## src/rtl/ram_stream_reader_if.sv

```systemverilog
// Command, RAM-port and stream signals of the RAM stream reader.
// The master modport is the reader's view; slave is the RAM/consumer/host side.
interface ram_stream_reader_if #(
  parameter int DATA_WIDTH = 32,
  parameter int DEPTH      = 12
);
  localparam int WE_WIDTH   = DATA_WIDTH / 8;
  localparam int ADDR_WIDTH = $clog2(DEPTH);

  logic                  START;
  logic [ADDR_WIDTH-1:0] BASE_ADDR;
  logic [ADDR_WIDTH:0]   LEN;
  logic                  BUSY;
  logic                  DONE;
  logic                  ERR;
  logic [ADDR_WIDTH-1:0] RAM_ADDR;
  logic [WE_WIDTH-1:0]   RAM_WE;
  logic [DATA_WIDTH-1:0] RAM_WDATA;
  logic [DATA_WIDTH-1:0] RAM_RDATA;
  logic [DATA_WIDTH-1:0] M_TDATA;
  logic                  M_TVALID;
  logic                  M_TREADY;
  logic                  M_TLAST;

  modport master (
    input  START, BASE_ADDR, LEN, RAM_RDATA, M_TREADY,
    output BUSY, DONE, ERR, RAM_ADDR, RAM_WE, RAM_WDATA, M_TDATA, M_TVALID, M_TLAST
  );

  modport slave (
    output START, BASE_ADDR, LEN, RAM_RDATA, M_TREADY,
    input  BUSY, DONE, ERR, RAM_ADDR, RAM_WE, RAM_WDATA, M_TDATA, M_TVALID, M_TLAST
  );
endinterface

```

## src/rtl/ram_stream_reader.sv

```systemverilog
// Sweeps a wrapping RAM address range and streams the words out with TLAST on the
// final beat; the RAM's one-cycle read latency is absorbed by a 2-entry FIFO.
//
// state   | meaning
// --------+-----------------------------------------------------------
// S_IDLE  | waiting for START; empty/rejected commands answered here
// S_RUN   | issuing reads, FIFO may be filling and draining
// S_DRAIN | all reads issued, waiting for the final beat handshake
module ram_stream_reader #(
  parameter int DATA_WIDTH = 32,
  parameter int DEPTH      = 12
) (
  input logic             CLK,
  input logic             RST,
  ram_stream_reader_if.master bus
);
  localparam int WE_WIDTH   = DATA_WIDTH / 8;
  localparam int ADDR_WIDTH = $clog2(DEPTH);
  localparam int CNT_WIDTH  = ADDR_WIDTH + 1;
  localparam logic [ADDR_WIDTH-1:0] LAST_ADDR = ADDR_WIDTH'(DEPTH - 1);

  localparam logic [1:0] S_IDLE  = 2'd0;
  localparam logic [1:0] S_RUN   = 2'd1;
  localparam logic [1:0] S_DRAIN = 2'd2;

  logic [1:0]            state;
  logic [ADDR_WIDTH-1:0] addr_q;
  logic [CNT_WIDTH-1:0]  len_q;
  logic [CNT_WIDTH-1:0]  issue_cnt;
  logic [CNT_WIDTH-1:0]  beat_cnt;
  logic                  rd_pend;
  logic [DATA_WIDTH-1:0] fifo_mem [2];
  logic                  wr_ptr;
  logic                  rd_ptr;
  logic [1:0]            occ;
  logic                  done_q;
  logic                  err_q;

  logic                  pop;
  logic                  issue;
  logic [1:0]            committed;
  logic                  last_issue;
  logic                  last_beat;
  logic [ADDR_WIDTH-1:0] next_addr;

  // A read issued now lands in the FIFO next edge; a pop this edge frees a slot in time.
  assign pop        = (occ != 2'd0) && bus.M_TREADY;
  assign committed  = occ + {1'b0, rd_pend};
  assign issue      = (state == S_RUN) && ((committed != 2'd2) || pop);
  assign last_issue = (issue_cnt == len_q - CNT_WIDTH'(1));
  assign last_beat  = (beat_cnt == len_q - CNT_WIDTH'(1));
  assign next_addr  = (addr_q == LAST_ADDR) ? '0 : addr_q + ADDR_WIDTH'(1);

  always_ff @(posedge CLK) begin
    if (RST) begin
      state       <= S_IDLE;
      addr_q      <= '0;
      len_q       <= '0;
      issue_cnt   <= '0;
      beat_cnt    <= '0;
      rd_pend     <= 1'b0;
      wr_ptr      <= 1'b0;
      rd_ptr      <= 1'b0;
      occ         <= 2'd0;
      done_q      <= 1'b0;
      err_q       <= 1'b0;
      fifo_mem[0] <= '0;
      fifo_mem[1] <= '0;
    end else begin
      done_q <= 1'b0;
      err_q  <= 1'b0;

      case (state)
        S_IDLE: begin
          if (bus.START) begin
            if (bus.BASE_ADDR > LAST_ADDR) begin
              err_q <= 1'b1;
            end else if (bus.LEN == '0) begin
              done_q <= 1'b1;
            end else begin
              state     <= S_RUN;
              addr_q    <= bus.BASE_ADDR;
              len_q     <= bus.LEN;
              issue_cnt <= '0;
              beat_cnt  <= '0;
            end
          end
        end
        S_RUN: begin
          if (issue && last_issue) state <= S_DRAIN;
        end
        S_DRAIN: begin
          if (pop && last_beat) begin
            state  <= S_IDLE;
            done_q <= 1'b1;
          end
        end
        default: state <= S_IDLE;
      endcase

      if (issue) begin
        addr_q    <= next_addr;
        issue_cnt <= issue_cnt + CNT_WIDTH'(1);
      end
      rd_pend <= issue;

      if (rd_pend) begin
        fifo_mem[wr_ptr] <= bus.RAM_RDATA;
        wr_ptr           <= ~wr_ptr;
      end
      if (pop) begin
        rd_ptr   <= ~rd_ptr;
        beat_cnt <= beat_cnt + CNT_WIDTH'(1);
      end
      occ <= occ + {1'b0, rd_pend} - {1'b0, pop};
    end
  end

  assign bus.BUSY      = (state != S_IDLE);
  assign bus.DONE      = done_q;
  assign bus.ERR       = err_q;
  assign bus.RAM_ADDR  = addr_q;
  assign bus.RAM_WE    = '0;
  assign bus.RAM_WDATA = '0;
  assign bus.M_TDATA   = fifo_mem[rd_ptr];
  assign bus.M_TVALID  = (occ != 2'd0);
  assign bus.M_TLAST   = (occ != 2'd0) && last_beat;

  // WE_WIDTH only sizes the tied-off byte enables through the interface.
  logic unused_we_width;
  assign unused_we_width = (WE_WIDTH == 0);
endmodule

```

## src/flat_wrapper.sv

```systemverilog
// flat-port wrapper written by rule: the top's interface ports become plain ports
module ram_stream_reader_flat 
#(
  parameter int DATA_WIDTH = 32,
  parameter int DEPTH      = 12
)
  (CLK, RST, bus_START, bus_BASE_ADDR, bus_LEN, bus_RAM_RDATA, bus_M_TREADY, bus_BUSY, bus_DONE, bus_ERR, bus_RAM_ADDR, bus_RAM_WE, bus_RAM_WDATA, bus_M_TDATA, bus_M_TVALID, bus_M_TLAST);
  ram_stream_reader_if #(.DATA_WIDTH(DATA_WIDTH), .DEPTH(DEPTH)) bus_i ();
  input logic CLK;
  input logic RST;
  input wire logic [$bits(bus_i.START)-1:0] bus_START;
  input wire logic [$bits(bus_i.BASE_ADDR)-1:0] bus_BASE_ADDR;
  input wire logic [$bits(bus_i.LEN)-1:0] bus_LEN;
  input wire logic [$bits(bus_i.RAM_RDATA)-1:0] bus_RAM_RDATA;
  input wire logic [$bits(bus_i.M_TREADY)-1:0] bus_M_TREADY;
  output wire logic [$bits(bus_i.BUSY)-1:0] bus_BUSY;
  output wire logic [$bits(bus_i.DONE)-1:0] bus_DONE;
  output wire logic [$bits(bus_i.ERR)-1:0] bus_ERR;
  output wire logic [$bits(bus_i.RAM_ADDR)-1:0] bus_RAM_ADDR;
  output wire logic [$bits(bus_i.RAM_WE)-1:0] bus_RAM_WE;
  output wire logic [$bits(bus_i.RAM_WDATA)-1:0] bus_RAM_WDATA;
  output wire logic [$bits(bus_i.M_TDATA)-1:0] bus_M_TDATA;
  output wire logic [$bits(bus_i.M_TVALID)-1:0] bus_M_TVALID;
  output wire logic [$bits(bus_i.M_TLAST)-1:0] bus_M_TLAST;
  assign bus_i.START = bus_START;
  assign bus_i.BASE_ADDR = bus_BASE_ADDR;
  assign bus_i.LEN = bus_LEN;
  assign bus_i.RAM_RDATA = bus_RAM_RDATA;
  assign bus_i.M_TREADY = bus_M_TREADY;
  assign bus_BUSY = bus_i.BUSY;
  assign bus_DONE = bus_i.DONE;
  assign bus_ERR = bus_i.ERR;
  assign bus_RAM_ADDR = bus_i.RAM_ADDR;
  assign bus_RAM_WE = bus_i.RAM_WE;
  assign bus_RAM_WDATA = bus_i.RAM_WDATA;
  assign bus_M_TDATA = bus_i.M_TDATA;
  assign bus_M_TVALID = bus_i.M_TVALID;
  assign bus_M_TLAST = bus_i.M_TLAST;
  ram_stream_reader #(.DATA_WIDTH(DATA_WIDTH), .DEPTH(DEPTH)) u_core (.CLK(CLK), .RST(RST), .bus(bus_i));
endmodule
```

## config.mk

```make
export PLATFORM = sky130hd
export DESIGN_NAME = ram_stream_reader_flat
export DESIGN_NICKNAME = d
export VERILOG_FILES = /design/src/rtl/ram_stream_reader_if.sv /design/src/rtl/ram_stream_reader.sv /design/src/flat_wrapper.sv
export SDC_FILE = /design/constraint.sdc
export NUM_CORES = 1
export LEC_CHECK = 0
export ABC_AREA = 1
export BUFFER_PORTS_ARGS = -buffer_cell sky130_fd_sc_hd__buf_2
export CORE_ASPECT_RATIO = 0.7
export CORE_MARGIN = 5
export CORE_UTILIZATION = 53
export CTS_BUF_LIST = sky130_fd_sc_hd__clkbuf_4 sky130_fd_sc_hd__clkbuf_8 sky130_fd_sc_hd__clkbuf_16
export DETAILED_ROUTE_END_ITERATION = 12
export GPL_TIMING_DRIVEN = 0
export PLACE_DENSITY_LB_ADDON = 0.1
export RECOVER_POWER = 25
export SETUP_SLACK_MARGIN = 0.3
export SYNTH_ARGS = -nofsm -noshare
export SYNTH_HDL_FRONTEND = slang
export SYNTH_SLANG_ARGS = --single-unit
```

## constraint.sdc

```tcl
create_clock -name CLK -period 2.35 [get_ports CLK]
set_input_delay 0.235 -clock CLK [delete_from_list [all_inputs] [get_ports CLK]]
set_output_delay 0.235 -clock CLK [all_outputs]
set_load 0.05 [all_outputs]
```

# Word-level counts from Yosys, hierarchy flattened
# Memories as Yosys holds them, arrays and structs flattened. A register that Yosys moved wholly into a read port is not among the register bits.
# Cells that the tools add are included.
# W data, S select, Z words.
# word_totals
n_memories	1
register_bits	28
wordCells	94
ram_bits	64
output_inout_bits	77
# mem_list
memory	depth	word_bits	read_ports	rd_clocked_by_memory_dff	wr	line_no	rtl
u_core.fifo_mem	2	32	1	1	2	ram_stream_reader.sv:32	logic [DATA_WIDTH-1:0] fifo_mem [2];
# classes
eq_ne	15
n_lt_le_gt_ge	1
addsub	6
bitwise	6
reduce_logical	20
muxes	34
# op_table
operator	n
$mux W32	1
$reduce_or A32 Y1	1
$mux W5	6
$mux W4	6
$mux W1	14
$reduce_and A4 Y1	3
$reduce_bool A2 Y1	6
$add A5 B1 Y5 const B	2
$eq A5 B5 Y1	2
$mux W2	5
$ne A2 B1 Y1 const B	5
$ne A2 B2 Y1 const B	5
$not A1 Y1	6
$pmux W2 S3	1
$logic_and A1 B1 Y1	5
$logic_not A5 Y1	1
$reduce_and A5 Y1	1
$sub A5 B1 Y5 const B	1
$add A4 B1 Y4 const B	1
$eq A4 B4 Y1 const B	1
$gt A4 B4 Y1 const B	1
$reduce_or A3 Y1	1
$add A2 B1 Y2	1
$eq A2 B1 Y1 const B	1
5 further kinds	5

# Longest topological paths before layout
# depth
ltp_word	7
mapped_depth	11
ltp_nobuf	11

# Least setup slack after synthesis
# Ideal clock, no wire load.
# synth_path
kind	register to register
start	register u_core.rd_pend
end	memory u_core.fifo_mem[0][0] (enable)
path_buffers	1
stages_incl_launch_ff	6
t_arrival_ns	1.457
required_ns	1.961
synth_period_minus_slack_ns	1.846
setup_slack_ns	0.504
setup_ns	0.389
cell_sequence	dfxtp_1 -> inv_1 -> nor2_1 -> nand2_1 -> buf_2 -> nand2_1
# synth_lines
element	line_no	rtl
start, declared	ram_stream_reader.sv:31	logic rd_pend;
start signal, assigned	ram_stream_reader.sv:105	rd_pend <= issue;
end, declared	ram_stream_reader.sv:32	

==> impl_metrics.prom <==
# TYPE chip_impl_metric gauge
chip_impl_metric{name="simple_gate_fraction_of_synth_area",unit="%"} 16.6
chip_impl_metric{name="first_iter_violations",unit=""} 206
chip_impl_metric{name="grt_first_pass_wirelength",unit="mm"} 15.0
chip_impl_metric{name="timing.fmax",unit="MHz"} 481
chip_impl_metric{name="timing.reg2reg.setup_slack",unit="ps"} 270
chip_impl_metric{name="worst_path_largest_cell_delay",unit="ps"} 490
chip_impl_metric{name="routed-via-count",unit=""} 3419
chip_impl_metric{name="grt_max_degree",unit=""} 33
chip_impl_metric{name="post-layout-total-power",unit="mW"} 4.88
chip_impl_metric{name="total_standard_cell_area_after_synthesis",unit="mm^2"} 0.00460
chip_impl_metric{name="grt_antenna_before_repair",unit=""} 0
chip_impl_metric{name="initial_utilization",unit="%"} 54.5
chip_impl_info{name="cp_cell_sequence",value="nand3_1 -> clkbuf_1 -> nand2_2 -> buf_16"} 1
chip_impl_info{name="path_class",value="reg -> reg"} 1
chip_impl_metric{name="max_vdd_drop",unit="mV"} 0.459
chip_impl_metric{name="synth.yosys.warnings",unit=""} 0
chip_impl_metric{name="finalWirelength",unit="mm"} 9.70
chip_impl_metric{name="floorplan.die.width",unit="um"} 121
chip_impl_metric{name="finalSetupViolations",unit=""} 0
chip_impl_metric{name="drt-vias-per-instance",unit=""} 4.71
chip_impl_metric{name="minimum_period_implied_by_the_final_worst_setup_slack",unit="ps"} 2080
chip_impl_metric{name="worst_slew_pin_slew",unit="ps"} 610
chip_impl_metric{name="maxSlewViolCount",unit=""} 0
chip_impl_metric{name="flow.area_growth_from_synthesis",unit="%"} 22.6
chip_impl_metric{name="leakagePower",unit="nW"} 2.65
chip_impl_metric{name="worst_setup_hold_path_clk_slew",unit="ps"} 60
chip_impl_metric{name="coreArea",unit="mm^2"} 0.00844
chip_impl_metric{name="post_route_cells_drive_above_1_share",unit="%"} 30.9
chip_impl_metric{name="timing.critical_path.arrival",unit="ps"} 2180
chip_impl_info{name="critical_path.startpoint_type",value="flop"} 1
chip_impl_metric{name="cp.required",unit="ps"} 2450
chip_impl_metric{name="numCtsBuffers",unit=""} 9
chip_impl_metric{name="crit_fanout",unit=""} 17
chip_impl_metric{name="timing.clock.skew",unit="ps"} 6.72
chip_impl_metric{name="postSynthRegisterBits",unit=""} 93
chip_impl_metric{name="nets",unit=""} 652
chip_impl_metric{name="synth.mux.area_fraction",unit="%"} 7.83
chip_impl_info{name="clock_tree_from_tritoncts",value="built"} 1
chip_impl_metric{name="drv.max_cap_violation_count",unit=""} 0
chip_impl_metric{name="grt_overflow",unit=""} 0
chip_impl_metric{name="fin_area",unit="mm^2"} 0.00564
chip_impl_metric{name="die_height",unit="um"} 88.0
chip_impl_metric{name="slew_headroom",unit="%"} 59.3
chip_impl_metric{name="clk-insertion-delay-late",unit="ps"} 340
chip_impl_info{name="unrepaired_setup_endpoints_after_global_routing",value="true"} 1
chip_impl_metric{name="remaining_drc_errors",unit=""} 0
chip_impl_metric{name="first_global_vias",unit=""} 3192
chip_impl_metric{name="synthXorXnorAreaFrac",unit="%"} 2.07
chip_impl_metric{name="total_routing_usage_gr",unit="%"} 18.1
chip_impl_info{name="clock_tree_root",value="sky130_fd_sc_hd__clkbuf_16"} 1
chip_impl_info{name="critical_path.reg2reg.endpoint",value="u_core.fifo_mem[1][20]"} 1
chip_impl_info{name="min_from",value="bus_LEN[1]"} 1
chip_impl_metric{name="boundaryPins",unit=""} 122
chip_impl_metric{name="core_util_final",unit="%"} 66.8
chip_impl_metric{name="antenna_cells_inserted",unit=""} 0
chip_impl_metric{name="seq_area_frac_synth",unit="%"} 54.4
chip_impl_info{name="min_delay_worst_endpoint",value="u_core.len_q[1]"} 1
chip_impl_metric{name="holdPathStages",unit=""} 3
chip_impl_metric{name="worst-r2r-cell-count",unit=""} 4
chip_impl_metric{name="synthesis.area_per_instance",unit="um^2"} 9.81
chip_impl_info{name="run_status",value="completed"} 1
chip_impl_metric{name="clockBufferDepth",unit=""} 2
chip_impl_metric{name="synth_compound_gate_area_share",unit="%"} 5.19
chip_impl_metric{name="placement.cell_area",unit="mm^2"} 0.00534
chip_impl_info{name="crit_path_end_kind",value="flop"} 1
chip_impl_metric{name="wire_per_inst",unit="um"} 13.4
chip_impl_info{name="min_path_type",value="in -> reg"} 1
chip_impl_metric{name="hpwl",unit="mm"} 7.03
chip_impl_metric{name="drt.antenna.violating_nets",unit=""} 0
chip_impl_metric{name="hold_violations",unit=""} 0
chip_impl_metric{name="adder_cell_area_share_of_the_yosys_netlist",unit="%"} 1.63
chip_impl_info{name="synth_top_family_by_area",value="simple AND/OR/NAND/NOR gates"} 1
chip_impl_metric{name="rows",unit=""} 28
chip_impl_info{name="worst_r2r_startpoint",value="u_core.rd_pend"} 1
chip_impl_metric{name="power.density_cell_area",unit="mW/mm^2"} 865
chip_impl_info{name="timing.critical_path.slowest_stage_cell",value="sky130_fd_sc_hd__clkbuf_1"} 1
chip_impl_metric{name="die_area",unit="mm^2"} 0.0107
chip_impl_metric{name="htreeDepth",unit=""} 3
chip_impl_metric{name="number_of_instances_in_the_synthesized_netlist",unit=""} 469
chip_impl_metric{name="io_buffers",unit=""} 85
chip_impl_metric{name="ctsHoldBuffers",unit=""} 0
chip_impl_metric{name="post-route-period-util",unit="%"} 88.4
chip_impl_metric{name="synth_cell_type_count",unit=""} 37
chip_impl_metric{name="gpl.final_weighted_congestion",unit=""} 0.801
chip_impl_metric{name="dr.pass1.iters",unit=""} 5
chip_impl_metric{name="clock_sink_count",unit=""} 93
## placed cells by master (no fill, tap or decap), drive strengths merged, types with 2 or more instances in the layout
cell      count
a31oi         2
nand3b        2
edfxtp       64
xor2          5
ha            6
clkinvlp      2
o21ai        15
clkinv        5
inv          59
buf         121
o211ai        2
xnor2         5
clkbuf       23
conb         36
nand2        62
dfxtp        29
a21oi        20
nand3        25
nand4         2
mux2         32
nor2         84
## report_power, final
group	leakage (nW)	switching (mW)	internal (mW)	total, mW
clock	0.134	0.650	0.734	1.38
sequential	0.900	0.0679	1.87	1.93
combinational	1.62	1.10	0.463	1.56
## state kept, by name, indices dropped and copies added (netlist names), named ones only
| name | cells |
|---|---|
| u_core.fifo_mem | 64 |
| u_core.beat_cnt | 5 |
| u_core.issue_cnt | 5 |
| u_core.len_q | 5 |
| u_core.bus.RAM_ADDR | 4 |
| u_core.occ | 2 |
| u_core.state | 2 |
| u_core.bus.DONE | 1 |
| u_core.bus.ERR | 1 |
| u_core.rd_pend | 1 |
| u_core.rd_ptr | 1 |
| u_core.wr_ptr | 1 |
## what timing repair did
| action | CTS | global route |
|---|---|---|
| hold endpoints to repair | 0 | 0 |
| setup buffers | 0 | 0 |
| pin swaps | 0 | 1 |
| gates resized for setup | 5 | 11 |
| setup endpoints to repair | 17 | 62 |
## metrics by stage
stage / instances / worst slack [ps] / hold slack, ps / setup TNS [ps]
after floorplan: 504 / 504 / 304 / 0
after global placement: 709 / -209 / 436 / -12650
after detailed placement: 710 / 3.66 / 448 / 0
after CTS: 726 / 239 / 151 / 0
after global routing: 726 / 130 / 163 / 0
final: 726 / 272 / 149 / 0
## worst max-delay path: cells and delay by family (launching register included)
kind | cells | cell delay [ps]
DFF | 1 | 360
and+or+nand+nor | 2 | 690
buffers and inverters | 2 | 790
## kinds of logic (layout without fill, tap and decap cells)
kind of cell | after synthesis | after routing
and+or+nand+nor | 178 | 178
DFF | 93 | 93
adders and majority gates | 6 | 6
xor gates and xnor gates | 10 | 10
AOI/OAI and AO/OA | 41 | 41
muxes | 32 | 32
other | 1 | 36
buffers and inverters | 108 | 210
## routing by layer
layer	up-vias	wire, um	GRT usage, %
met5	-	0	0
met4	0	48	3.66
met3	4	626	5.94
met2	114	4350	28.0
met1	1577	4670	25.3
li1	1724	-	-
## area by class of cell
type	count	area (um^2)
tap	120	150
fill	683	2800
multi-input combinational	303	1680
clock buffer	9	225
sequential	93	2510
buffer	49	340
clock inverter	7	58.8
timing repair buffer	86	454
inverter	59	223
## cell usage after synthesis, drive strengths merged
master	n	area (um^2)
clkinv	3	12.5
nor3	1	10.0
and3	1	7.51
nor2	84	318
clkbuf	3	11.3
nand2	62	265
buf	46	327
nand3b	2	15.0
o21ai	15	78.8
dfxtp	29	581
nand4	2	12.5
xnor2	5	43.8
o21bai	1	7.51
ha	6	75.1
inv	56	210
or2	1	6.26
a211oi	1	7.51
nand3	25	130
o211ai	2	25.0
a31oi	2	12.5
mux2	32	360
edfxtp	64	1920
conb	1	3.75
a21oi	20	108
xor2	5	51.3
## how the worst max path moves through the flow
stage                          from                      to  cells past startpoint
floorplan            u_core.rd_pend   u_core.fifo_mem[0][0]                      5
global placement                RST   u_core.fifo_mem[0][8]                      5
detailed placement              RST  u_core.fifo_mem[1][21]                      5
CTS                 u_core.len_q[0]             bus_M_TLAST                     11
global route         u_core.rd_pend  u_core.fifo_mem[1][20]                      4
finish               u_core.rd_pend  u_core.fifo_mem[1][20]                      4
No activity file was read; power rests on OpenSTA's default activity.
